==> config.mk <==
export PLATFORM = sky130hd
export DESIGN_NAME = trig_event_monitor
export DESIGN_NICKNAME = d
export VERILOG_FILES = /design/src/rtl/trig_mon_pkg.sv /design/src/rtl/trig_edge_det.sv /design/src/rtl/trig_event_monitor.sv
export SDC_FILE = /design/constraint.sdc
export NUM_CORES = 1
export LEC_CHECK = 0
export CAP_MARGIN = 40
export CORE_MARGIN = 5
export CORE_UTILIZATION = 50
export CTS_BUF_LIST = sky130_fd_sc_hd__clkbuf_2 sky130_fd_sc_hd__clkbuf_4 sky130_fd_sc_hd__clkbuf_8
export CTS_CLUSTER_SIZE = 12
export DETAILED_ROUTE_END_ITERATION = 8
export PLACE_DENSITY = 0.8
export SLEW_MARGIN = 10
export SYNTH_ARGS = -nofsm -noshare
export SYNTH_HDL_FRONTEND = slang
export SYNTH_SLANG_ARGS = --single-unit
==> constraint.sdc <==
create_clock -name I1470 -period 4.6 [get_ports I1470]
set_input_delay 0.69 -clock I1470 [delete_from_list [all_inputs] [get_ports I1470]]
set_output_delay 0.69 -clock I1470 [all_outputs]
set_load 0.01 [all_outputs]
==> src/rtl/trig_mon_pkg.sv <==
// Shared types and defaults for the trigger event monitor.
// State encodings are fixed because software reads them through the state port.
package trig_mon_pkg;

    localparam int TRIG_MON_CNT_W = 8;

    typedef enum logic [1:0] {
        ST_IDLE  = 2'd0,
        ST_ARMED = 2'd1,
        ST_FIRED = 2'd2,
        ST_HOLD  = 2'd3
    } trig_state_e;

endpackage

==> src/rtl/trig_edge_det.sv <==
// Two-flop sampler on the upstream event net plus rising-edge detect.
// A high level present at reset release produces exactly one rise pulse.
module trig_edge_det
    import trig_mon_pkg::*;
(
    input  logic i_clk,
    input  logic i_rst_n,
    input  logic i_evt,
    output logic o_rise
);

    logic r_evt_q;
    logic r_evt_q2;

    // NOTE: clocked state always uses <= so every flop samples pre-edge values.
    always_ff @(posedge i_clk or negedge i_rst_n) begin
        if (!i_rst_n) begin
            r_evt_q  <= 1'b0;
            r_evt_q2 <= 1'b0;
        end else begin
            r_evt_q  <= i_evt;
            r_evt_q2 <= r_evt_q;
        end
    end

    assign o_rise = r_evt_q & ~r_evt_q2;

endmodule

==> src/rtl/trig_event_monitor.sv <==
// Counts event rises while armed and raises a held interrupt at the threshold.
// Optional idle-decay of the count is enabled with `define TRIG_MON_DECAY_EN.
module trig_event_monitor
    import trig_mon_pkg::*;
#(
    parameter int CNT_W  = TRIG_MON_CNT_W,
    parameter int WINDOW = 1000
) (
    input  logic             I1470,
    input  logic             I1477,
    input  logic             evt_in,
    input  logic             arm,
    input  logic             clr,
    input  logic [CNT_W-1:0] threshold,
    input  logic             irq_ack,
    output logic             irq_valid,
    output logic             fired,
    output logic [CNT_W-1:0] evt_count,
    output logic [1:0]       state
);

    localparam logic [1:0] S_IDLE  = ST_IDLE;
    localparam logic [1:0] S_ARMED = ST_ARMED;
    localparam logic [1:0] S_FIRED = ST_FIRED;
    localparam logic [1:0] S_HOLD  = ST_HOLD;

    logic [1:0]       r_state, w_state_nxt;
    logic [CNT_W-1:0] r_count, w_count_nxt, w_count_inc, w_thr_eff;
    logic             r_fired, w_fired_nxt;
    logic             r_irq_valid, w_irq_valid_nxt;
    logic             w_rise;

    trig_edge_det u_edge_det (
        .i_clk   (I1470),
        .i_rst_n (I1477),
        .i_evt   (evt_in),
        .o_rise  (w_rise)
    );

`ifdef TRIG_MON_DECAY_EN
    localparam int TMR_W = $clog2(WINDOW + 1);
    logic [TMR_W-1:0] r_timer, w_timer_nxt, w_timer_inc;
    assign w_timer_inc = r_timer + 1'b1;
`else
    logic w_unused_window;
    assign w_unused_window = (WINDOW != 0);
`endif

    // Zero threshold behaves as one; the count saturates instead of wrapping.
    assign w_thr_eff   = (threshold == '0) ? CNT_W'(1) : threshold;
    assign w_count_inc = (r_count == {CNT_W{1'b1}}) ? r_count : r_count + 1'b1;

    // NOTE: every output of this block gets a default first so no latch is inferred.
    always_comb begin
        w_state_nxt     = r_state;
        w_count_nxt     = r_count;
        w_fired_nxt     = r_fired;
        w_irq_valid_nxt = r_irq_valid;
`ifdef TRIG_MON_DECAY_EN
        w_timer_nxt     = '0;
`endif
        if (clr) begin
            w_state_nxt     = S_IDLE;
            w_count_nxt     = '0;
            w_fired_nxt     = 1'b0;
            w_irq_valid_nxt = 1'b0;
        end else begin
            case (r_state)
                S_IDLE: begin
                    if (arm) begin
                        w_state_nxt = S_ARMED;
                        w_count_nxt = '0;
                    end
                end
                S_ARMED: begin
                    if (w_rise) begin
                        w_count_nxt = w_count_inc;
                        if (w_count_inc >= w_thr_eff) begin
                            w_state_nxt     = S_FIRED;
                            w_fired_nxt     = 1'b1;
                            w_irq_valid_nxt = 1'b1;
                        end
                    end else begin
`ifdef TRIG_MON_DECAY_EN
                        if (w_timer_inc == TMR_W'(WINDOW)) begin
                            w_count_nxt = '0;
                        end else begin
                            w_timer_nxt = w_timer_inc;
                        end
`endif
                    end
                end
                S_FIRED: begin
                    if (irq_ack) begin
                        w_state_nxt     = S_HOLD;
                        w_irq_valid_nxt = 1'b0;
                    end
                end
                default: begin
                end
            endcase
        end
    end

    always_ff @(posedge I1470 or negedge I1477) begin
        if (!I1477) begin
            r_state     <= S_IDLE;
            r_count     <= '0;
            r_fired     <= 1'b0;
            r_irq_valid <= 1'b0;
`ifdef TRIG_MON_DECAY_EN
            r_timer     <= '0;
`endif
        end else begin
            r_state     <= w_state_nxt;
            r_count     <= w_count_nxt;
            r_fired     <= w_fired_nxt;
            r_irq_valid <= w_irq_valid_nxt;
`ifdef TRIG_MON_DECAY_EN
            r_timer     <= w_timer_nxt;
`endif
        end
    end

    assign irq_valid = r_irq_valid;
    assign fired     = r_fired;
    assign evt_count = r_count;
    assign state     = r_state;

endmodule

### Yosys cells after proc, flatten, opt, wreduce, memory -nomap -nowiden

Index checks and enable logic that the tools add are counted.

| storage, ports and cells | value |
|---|---|
| logic and storage cells | 48 |
| output and inout port bits | 12 |
| register bits | 14 |
| input port bits | 14 |

| operators by class | value |
|---|---|
| bitwise gates (word level) | 2 |
| $lt $le $gt $ge | 1 |
| eq/ne operators | 7 |
| reduce and logical (&&, ||, !) cells | 12 |
| add/sub/neg operators | 1 |
| muxes and demuxes | 19 |

Operators with widths:

| operator | number |
|---|---|
| $mux 8 | 5 |
| $pmux 8 s2 | 1 |
| $mux 2 | 5 |
| $ne 3x3->1 const B | 3 |
| $add 8x1->8 const B | 1 |
| $eq 8x8->1 const B | 1 |
| $ge 8x8->1 | 1 |
| $logic_not 8->1 | 1 |
| $mux 1 | 6 |
| $pmux 2 s3 | 1 |
| $reduce_and 3->1 | 2 |
| $reduce_bool 2->1 | 3 |
| $reduce_bool 3->1 | 2 |
| $reduce_and 5->1 | 1 |
| $reduce_and 4->1 | 1 |
| $reduce_bool 4->1 | 1 |
| $ne 3x2->1 const B | 1 |
| $eq 2x1->1 const B | 1 |
| $eq 2x2->1 const B | 1 |
| $logic_not 2->1 | 1 |
| $pmux 1 s2 | 1 |
| $and 1x1->1 | 1 |
| $not 1->1 | 1 |

### Logic depth before layout (Yosys ltp)

Gate-level depths: netlist of the first run.

| logic depth | value |
|---|---|
| word-level depth | 7 |
| gate-level depth with buffers | 11 |
| depth with buffers taken out | 11 |

### Modules after synthesis

A second synthesis of the first run with hierarchy kept.

| unflattened totals | value |
|---|---|
| cell total of the unflattened synthesis | 120 |
| area, all modules | 1,092.3 um^2 |

Modules (own cells, without submodules):

| module | area an instance (um^2) | times used | cells each |
|---|---|---|---|
| trig_event_monitor | 1,028.5 | 1 | 117 |
| trig_edge_det | 63.8 | 1 | 3 |

### Worst setup path after synthesis of the first run

OpenSTA, ideal clock, no wires.

| timing path | value |
|---|---|
| path type | reg2reg |
| from | register r_count[0], in the netlist evt_count[0] |
| to | register r_irq_valid, in the netlist irq_valid |
| setup time | 95 ps |
| stages on the path, launching flop included | 11 |
| period minus slack after synthesis | 2,635 ps |
| setup slack | 1,965 ps |
| buffers on the path | 0 |
| arrival time | 2,539 ps |
| path through | dfrtp_1 -> ha_1 -> nand2_1 -> nor2_1 -> mux2_2 -> ha_1 -> and3_1 -> o21ai_0 -> a31oi_1 -> or3b_1 -> o31ai_1 |

| between the ends | value |
|---|---|
| word-level cells in the longest chain between the ends | 5 |

RTL lines:

| element | RTL line | text |
|---|---|---|
| start: declaration | trig_event_monitor.sv:28 | `logic [CNT_W-1:0] r_count, w_count_nxt, w_count_inc, w_thr_eff;` |
| start signal: assignment | trig_event_monitor.sv:116 | `r_count <= w_count_nxt;` |
| $add 8x1->8 / $eq 8x8->1 (equally long branches) | trig_event_monitor.sv:51 | `assign w_count_inc = (r_count == {CNT_W{1'b1}}) ? r_count : r_count + 1'b1;` |
| $mux 8 * | trig_event_monitor.sv:51 |  |
| $ge 8x8->1 * | trig_event_monitor.sv:78 | `if (w_count_inc >= w_thr_eff) begin` |
| $ne 3x3->1 (no source line) * | -- |  |
| $reduce_and 4->1 (no source line) * | -- |  |
| end signal: assignment | trig_event_monitor.sv:118 | `r_irq_valid <= w_irq_valid_nxt;` |
| end: declaration | trig_event_monitor.sv:30 | `logic r_irq_valid, w_irq_valid_nxt;` |

Every way passes the cells marked *; elsewhere a longest branch is shown, timed or not.
A chain may end at the register's enable or synchronous reset.

### Final worst setup path of the first run

| timing path | value |
|---|---|
| from | register r_count[0], in the netlist evt_count[0] |
| to | register r_state[1], in the netlist state[1] |

| between the ends | value |
|---|---|
| word-level cells in the longest chain between the ends | 5 |

RTL lines:

| element | RTL line | text |
|---|---|---|
| $add 8x1->8 / $eq 8x8->1 (equally long branches) | trig_event_monitor.sv:51 |  |
| $mux 8 * | trig_event_monitor.sv:51 |  |
| $ge 8x8->1 * | trig_event_monitor.sv:78 |  |
| $ne 3x3->1 (no source line) * | -- |  |
| $reduce_and 5->1 (no source line) * | -- |  |
| end signal: assignment | trig_event_monitor.sv:115 | `r_state <= w_state_nxt;` |
| end: declaration | trig_event_monitor.sv:27 | `logic [1:0] r_state, w_state_nxt;` |

Marked as above.

==> impl_metrics.ini, run 1 <==
[finish]
syn2layout_area_growth_pct = 29.5
diodes = 0
nets = 179
drive_gt1_share_pct = 7.24
stdcell_count = 179
final_util_pct = 69.5
fillers = 162

[critical_path]
critical_path.top_delay_family = compound AO/OA/AOI/OAI gates
rrSetupSlack_ps = 1640
rr_startpoint = evt_count[0]
path_cells = ha_1, nand2_1, nor4_1, a21oi_1, ha_1, a21o_1, a2111oi_2, nand2_1, o22ai_1, mux2i_1
slowest_stage = a2111oi_2
worstSetupStartpointType = register
cp.arrival_ps = 3180
cp_max_fo = 6
r2r-end = state[1]
required_ps = 4820
path_class = register to register
path_buf_inv = 0
cp-end-kind = register
cpPeakStageDelay_ps = 460
reg2reg_depth = 10

[detailed_routing]
wl_per_cell_um = 14.1
vias = 1017
wl_um = 2520
ant_nets = 0
viasPerCell = 5.68
drc = 0
dr.pass1.iters = 4
drt-initial-drc-count = 23

[synthesis]
syn-cell-area_um2 = 1080
ys.flop_type = dfrtp_1
ys_types = 40
netlist_top_cells_area = dfrtp_1, ha_1, inv_1
synth_top_area_share_pct = 32.3
postSynthAreaPerCell_um2 = 8.82
synth_top_cells_by_count = dfrtp_1, inv_1, ha_1
synthesis.nets = 149
ys_ff_latch = 14
yosys.area.top_type = dfrtp_1
ys_seq_area_share_pct = 32.3
async_flop_share_pct = 100
synthCells = 123
ys_warn_count = 0
synth_edf_count = 0

[sta]
fin_skew_ps = 5.59
totalNegativeSetupSlack_ps = 0
max_freq_ghz = 0.338
tightest_slew_ps = 660
final_hold_viol_count = 0
fin_hold_ws_ps = 373
fin_crit_sh_pct = 64.4
rsz0062_at_grt = no
period_minus_slack_ps = 2960
maxSlewViolCount = 0
slew-limit-headroom_pct = 55.8
setup_viol = 0

[clocking]
clock_latency_ps = 290
cts_setup_buffers = 0
clk_pin_slew_worst_paths_ps = 90
cts-resized-gates = 0
hold_buffers = 0
cts.sinks = 14
htreeDepth = 1
cts_root_buffer = clkbuf_4
cts_inserted_buffers = 3
cts_tree = yes
clock_path_buffers = 2

[die]
fp.dieW_um = 56.6
rows = 16
die_y_um = 56.6
die_area_um2 = 3200
core_area_um2 = 2020
start_util_pct = 53.7
pin_count = 26

[place]
place_inst = 175
place.gp.congestion = 0.811
place_hpwl_um = 2050
port_buffers = 25

[run_status]
status = completed

[power_and_ir_drop]
pwr_density_cell_nw_per_um2 = 274
totalPowerFinal_uw = 384
vdd_drop_max_mv = 0.266
leakagePower_uw = 0.000646

[grt]
grt_pass1_wl_um = 4280
antenna_found_initial = 0
grt.overflow.total = 0
groute.usage.overall_pct = 16.5
grt_pass1_vias = 979
grt_max_degree = 15

[hold_path]
hold_path_end = u_edge_det.r_evt_q2
hp-class = register to register
whs_path_depth = 0
hp-start = u_edge_det.r_evt_q

[job]
maxCapViolations = 0
## cell type report
| type | count | area [µm²] | share of cell area [%] |
|---|---|---|---|
| Sequential cell | 14 | 350 | 24.9 |
| Clock buffer | 4 | 36.3 | 2.58 |
| Tap cell | 27 | 33.8 | 2.40 |
| Timing Repair Buffer | 26 | 255 | 18.2 |
| Inverter | 14 | 52.6 | 3.74 |
| Multi-Input combinational cell | 94 | 677 | 48.2 |
## cell families after synthesis
family	after synthesis	share of synthesized area [%]
AO/OA/AOI/OAI	34	21.8
XOR/XNOR	4	3.23
adder cells (fa/ha/maj)	12	13.8
buffers and inverters	15	5.31
flip-flops	14	32.3
multiplexers	3	3.00
AND/OR/NAND/NOR	41	20.5
## state kept, by name, summed over array words and instances, names as in the netlist
register and flops:
evt_count 8, u_edge_det.r_evt_q 1, fired 1, u_edge_det.r_evt_q2 1
state 2, irq_valid 1
## power breakdown
group          internal [µW]  leakage, µW  total, µW  switching (µW)
clock                   48.3    0.0000210       92.8            44.5
sequential               133     0.000189        142            8.92
combinational           73.3     0.000436        150            76.7
total                    254     0.000646        384             130
## metal layers
metal  track usage [%]  part of all wire (%)  vias up
met3              5.73                   5.9        3
met1              19.6                    44      480
met2              29.0                    50       27
met5                 0                     0        -
li1                  -                     -      507
met4              2.03                  0.40        0
## layout by cell type, fill, tap and decap left out, types with 4 or more instances in the layout
master and instances:
nand3_1 4, a21oi_1 10, nand2b_1 6, inv_1 14
ha_1 12, nor2_1 6, dfrtp_1 14, clkdlybuf4s50_1 25
nand2_1 8
## worst register-to-register path: stages (launching register included)
cell	delay, ps
dfrtp_1	440
ha_1	300
nand2_1	160
nor4_1	220
a21oi_1	140
ha_1	340
a21o_1	200
a2111oi_2	460
nand2_1	150
o22ai_1	250
mux2i_1	220
## metrics by stage
| step | cell area [µm²] | setup slack [ps] |
|---|---|---|
| final | 1410 | 1640 |
| after global routing | 1410 | 1390 |
| after CTS | 1410 | 1650 |
| after detailed placement | 1370 | 1670 |
| after global placement | 1360 | 1770 |
| after floorplan | 1080 | 1970 |
## worst max path at each step
stage                           end    startpoint  depth (start not counted)  slack, ps
after floorplan           irq_valid  evt_count[0]                         10       1970
after global placement    irq_valid  threshold[6]                          8       1770
after detailed placement   state[1]  evt_count[0]                         11       1670
after CTS                  state[1]  evt_count[0]                         11       1650
after global routing       state[1]  evt_count[0]                         10       1390
final                      state[1]  evt_count[0]                         10       1640
(Power assumes the default switching activity.)
==> run 2: changes to the inputs <==
Clock period 4.6 ns to 2.96 ns, I/O delays scaled along.
==> run 2 against run 1 <==
- core utilization increased by 2.6 points
- critical path type unchanged
- global-route usage up 0.40 points
- register-to-register slack lost 1500 ps
- die area is the same
- critical path depth did not move
- cell count is 1.1% higher
- count of clock-buffer cells in the layout stayed put
- largest cell class unchanged
- combinational power rose by 61%
==> impl_metrics.ini, run 2 (synthesized netlist as in run 1, its figures left out) <==
[finish]
diodes = 0
syn2layout_area_growth_pct = 34.4
regArea_um2 = 354
largest_reg_flops = 8
fillers = 146
multi_input_area_um2 = 708
mostFrequentLayoutCells = clkdlybuf4s50_1, inv_1, ha_1, dfrtp_1, a21oi_1
layout_commonest_cell = clkdlybuf4s50_1
nets = 181
drive_gt1_share_pct = 14.3
final_util_pct = 72.1

[critical_path]
cp_max_fo = 6
required_ps = 3150
path_class = register to register
cp-end-kind = register
worstSetupStartpointType = register
cp.arrival_ps = 3000

[clocking]
cts_tree = yes
htreeDepth = 1
cts.sinks = 14
cts_root_buffer = clkbuf_4
hold_buffers = 0
clock_path_buffers = 2
clk_pin_slew_worst_paths_ps = 90
clock_latency_ps = 280
cts_inserted_buffers = 3

[detailed_routing]
viasPerCell = 5.78
vias = 1047
drt-initial-drc-count = 25
drc = 0
wl_um = 2670
wl_per_cell_um = 14.7
dr.pass1.iters = 4
ant_nets = 0

[die]
rows = 16
die_y_um = 56.6
die_area_um2 = 3200
core_area_um2 = 2020
pin_count = 26
start_util_pct = 53.7
fp.dieW_um = 56.6

[power_and_ir_drop]
vdd_drop_max_mv = 0.435
totalPowerFinal_uw = 603
pwr_density_cell_nw_per_um2 = 414
leakagePower_uw = 0.000653

[sta]
totalNegativeSetupSlack_ps = 0
setup_viol = 0
period_minus_slack_ps = 2800
setup_ws_ps = 155
fin_hold_ws_ps = 391
max_freq_ghz = 0.357
rsz0062_at_grt = no
maxSlewViolCount = 0
fin_skew_ps = 2.18
tightest_slew_ps = 640
slew-limit-headroom_pct = 57.2
final_hold_viol_count = 0
fin_crit_sh_pct = 94.7

[grt]
grt_pass1_wl_um = 4400
groute.usage.overall_pct = 16.9
grt.overflow.total = 0
antenna_found_initial = 0
grt_max_degree = 15
grt_pass1_vias = 1021

[place]
place_hpwl_um = 2000
port_buffers = 25
place.gp.congestion = 0.827
pre_cts_ws_ps = 76.0

[job]
maxCapViolations = 0

[hold_path]
hp-class = register to register

[run_status]
status = completed
[run 2: repair_timing]
item / CTS / global route
endpoints found under the setup margin: 0 / 4
setup buffers: 0 / 2
gates resized for setup: 0 / 10
[run 2: per-layer routing]
layer | vias up | global-route usage [%] | share of wire [%]
li1 | 509 | - | -
met1 | 484 | 20.2 | 42
met2 | 48 | 28.2 | 49
met3 | 6 | 5.96 | 7.4
met4 | 0 | 4.75 | 1.4
met5 | - | 0 | 0
[run 2: layout make-up]
cell class | instances | share of cell area [%]
multi-input combinational | 94 | 48.6
inverter | 14 | 3.61
sequential | 14 | 24.3
timing repair buffer | 28 | 18.7
clock buffer | 4 | 2.49
tap | 27 | 2.32
[run 2: where the power goes]
| part | total, µW | internal, µW | leakage [µW] | switching (µW) |
|---|---|---|---|---|
| logic | 241 | 117 | 0.000448 | 123 |
| clock network | 141 | 74.9 | 0.0000210 | 66.0 |
| registers | 221 | 207 | 0.000184 | 14.8 |
| total | 603 | 399 | 0.000653 | 204 |
[run 2: through the flow]
stage / cell area [µm²] / instances
4_1_cts: 1410 / 179
3_3_place_gp: 1370 / 175
5_1_grt: 1460 / 181
3_5_place_dp: 1370 / 175
6_report: 1460 / 181
2_1_floorplan: 1080 / 123
[run 2: worst max-delay path: stages, from the launching register on]
cell and delay (ps):
dfrtp_2 430, and3_1 230, nand3_1 190, nor2_4 220
mux2_2 350, ha_1 300, and3_1 160, o21ai_0 190
a31oi_2 170, or3b_1 400, o31ai_1 70
[run 2: final timing paths]
check / start / endpoint / slack [ps] / depth (start not counted)
worst min-delay path: u_edge_det.r_evt_q / u_edge_det.r_evt_q2 / 390 / 0
max in group asynchronous: I1477 / evt_count[5] / 1960 / 1
min in group asynchronous: I1477 / irq_valid / 550 / 1
worst max-delay path: evt_count[5] / irq_valid / 160 / 10
worst min register to register: u_edge_det.r_evt_q / u_edge_det.r_evt_q2 / 390 / 0
worst max register to register: evt_count[5] / irq_valid / 160 / 10
==> run 3: changes to the inputs <==
--- a/config.mk
+++ b/config.mk
@@ -12,6 +12,6 @@
 export CTS_CLUSTER_SIZE = 12
 export DETAILED_ROUTE_END_ITERATION = 8
-export PLACE_DENSITY = 0.8
-export SLEW_MARGIN = 10
+export PLACE_DENSITY = 0.81
+export SLEW_MARGIN = 20
 export SYNTH_ARGS = -nofsm -noshare
 export SYNTH_HDL_FRONTEND = slang
==> constraint.sdc (replaced) <==
create_clock -name I1470 -period 2.96 [get_ports I1470]
set_input_delay 0.444 -clock I1470 [delete_from_list [all_inputs] [get_ports I1470]]
set_output_delay 0.444 -clock I1470 [all_outputs]
set_load 0.1 [all_outputs]
==> run 3 against run 2 <==
- sequential power about the same
- cell count down 1.1%
- core utilization down 2.2 points
- global-route usage up 0.92 points
- via count down 4.3%
==> impl_metrics.ini, run 3 (synthesized netlist as in run 1, its figures left out) <==
[die]
core_area_um2 = 2020
start_util_pct = 53.7
pin_count = 26
rows = 16
die_y_um = 56.6
die_area_um2 = 3200
fp.dieW_um = 56.6

[critical_path]
startpoint = evt_count[0]
required_ps = 3160
rr_startpoint = evt_count[0]
reg2reg_depth = 11
cp-end-kind = register
worstSetupStartpointType = register
cp_max_fo = 6
r2r-end = irq_valid
rrSetupSlack_ps = 220
path_class = register to register
cp.arrival_ps = 2950

[clocking]
clock_path_buffers = 2
clock_latency_ps = 290
cts_tree = yes
cts.sinks = 14
clk_pin_slew_worst_paths_ps = 90
cts_root_buffer = clkbuf_4
cts_inserted_buffers = 3
htreeDepth = 1

[detailed_routing]
dr.pass1.iters = 4
vias = 1002
wl_per_cell_um = 14.8
ant_nets = 0
wl_um = 2640
drc = 0
viasPerCell = 5.60
drt-initial-drc-count = 39

[finish]
layout_commonest_cell = inv_1
diodes = 0
drive_gt1_share_pct = 23.7
mostFrequentLayoutCells = inv_1, clkdlybuf4s50_1, buf_4, ha_1, a21oi_1
syn2layout_area_growth_pct = 30.2
design_area_um2 = 1410
largest_reg_flops = 8
final_util_pct = 69.9
fillers = 180
nets = 179

[sta]
max_freq_ghz = 0.365
tightest_slew_ps = 651
rsz0062_at_grt = no
fin_crit_sh_pct = 92.7
setup_ws_ps = 217
maxSlewViolCount = 0
fin_skew_ps = 6.41
setup_viol = 0
final_hold_viol_count = 0
totalNegativeSetupSlack_ps = 0
period_minus_slack_ps = 2740
slew-limit-headroom_pct = 56.5
fin_hold_ws_ps = 374

[place]
pre_cts_ws_ps = 107
place.gp.congestion = 0.854
port_buffers = 25
place_hpwl_um = 2110
dpl_cell_area_um2 = 1360

[power_and_ir_drop]
pwr_density_cell_nw_per_um2 = 486
vdd_drop_max_mv = 0.691
leakagePower_uw = 0.000657

[grt]
grt_pass1_vias = 991
groute.usage.overall_pct = 17.8
grt.overflow.total = 0
grt_max_degree = 15
antenna_found_initial = 0
grt_pass1_wl_um = 4480

[job]
maxCapViolations = 0

[hold_path]
hp-start = u_edge_det.r_evt_q
hp-class = register to register
hold_path_end = u_edge_det.r_evt_q2
whs_path_depth = 0

[run_status]
status = completed
## run 3: per-stage QoR
step                power, µW  instances
floorplan                 465        123
global placement          537        175
detailed placement        544        175
CTS                       686        179
global route              739        179
finish                    686        179
## run 3: what timing repair did
item	in CTS	in global routing
buffers inserted	0	0
hold endpoints to repair	0	0
gates resized for setup	0	5
setup endpoints to repair	0	3
hold buffers	0	0
## run 3: routing by layer
metal | vias up | track usage, % | wire [µm]
met5 | - | 0 | 0
met4 | 0 | 5.08 | 36
met3 | 4 | 5.28 | 169
met2 | 30 | 31.0 | 1340
met1 | 462 | 20.8 | 1100
li1 | 506 | - | -
## run 3: worst max path at each step
stage / end / slack [ps]
global route: state[0] / 40
detailed placement: state[1] / 110
finish: irq_valid / 220
global placement: state[0] / 160
CTS: state[1] / 90
floorplan: irq_valid / 20
## run 3: final cells by class
type / count / area (µm²) / share of cell area, %
Sequential cell: 14 / 365 / 25.9
Timing Repair Buffer: 26 / 228 / 16.1
Multi-Input combinational cell: 94 / 697 / 49.3
Inverter: 14 / 52.6 / 3.72
Clock buffer: 4 / 36.3 / 2.57
Tap cell: 27 / 33.8 / 2.39
## run 3: where the power goes
| group | internal (µW) | switching, µW | total (µW) |
|---|---|---|---|
| Combinational | 112 | 213 | 325 |
| Sequential | 207 | 14.7 | 222 |
| Clock | 75.0 | 64.7 | 140 |
| Total | 394 | 292 | 686 |
## run 3: worst max-delay path, cell delays in order, from the launching register on
cell and delay [ps]:
dfrtp_4 510, ha_2 240, nand2_2 140, nor2_1 50, a21oi_1 140, a21oi_1 70
ha_1 340, a21o_1 200, a2111oi_2 400, nand2_1 160, or3b_1 360, o31ai_1 70
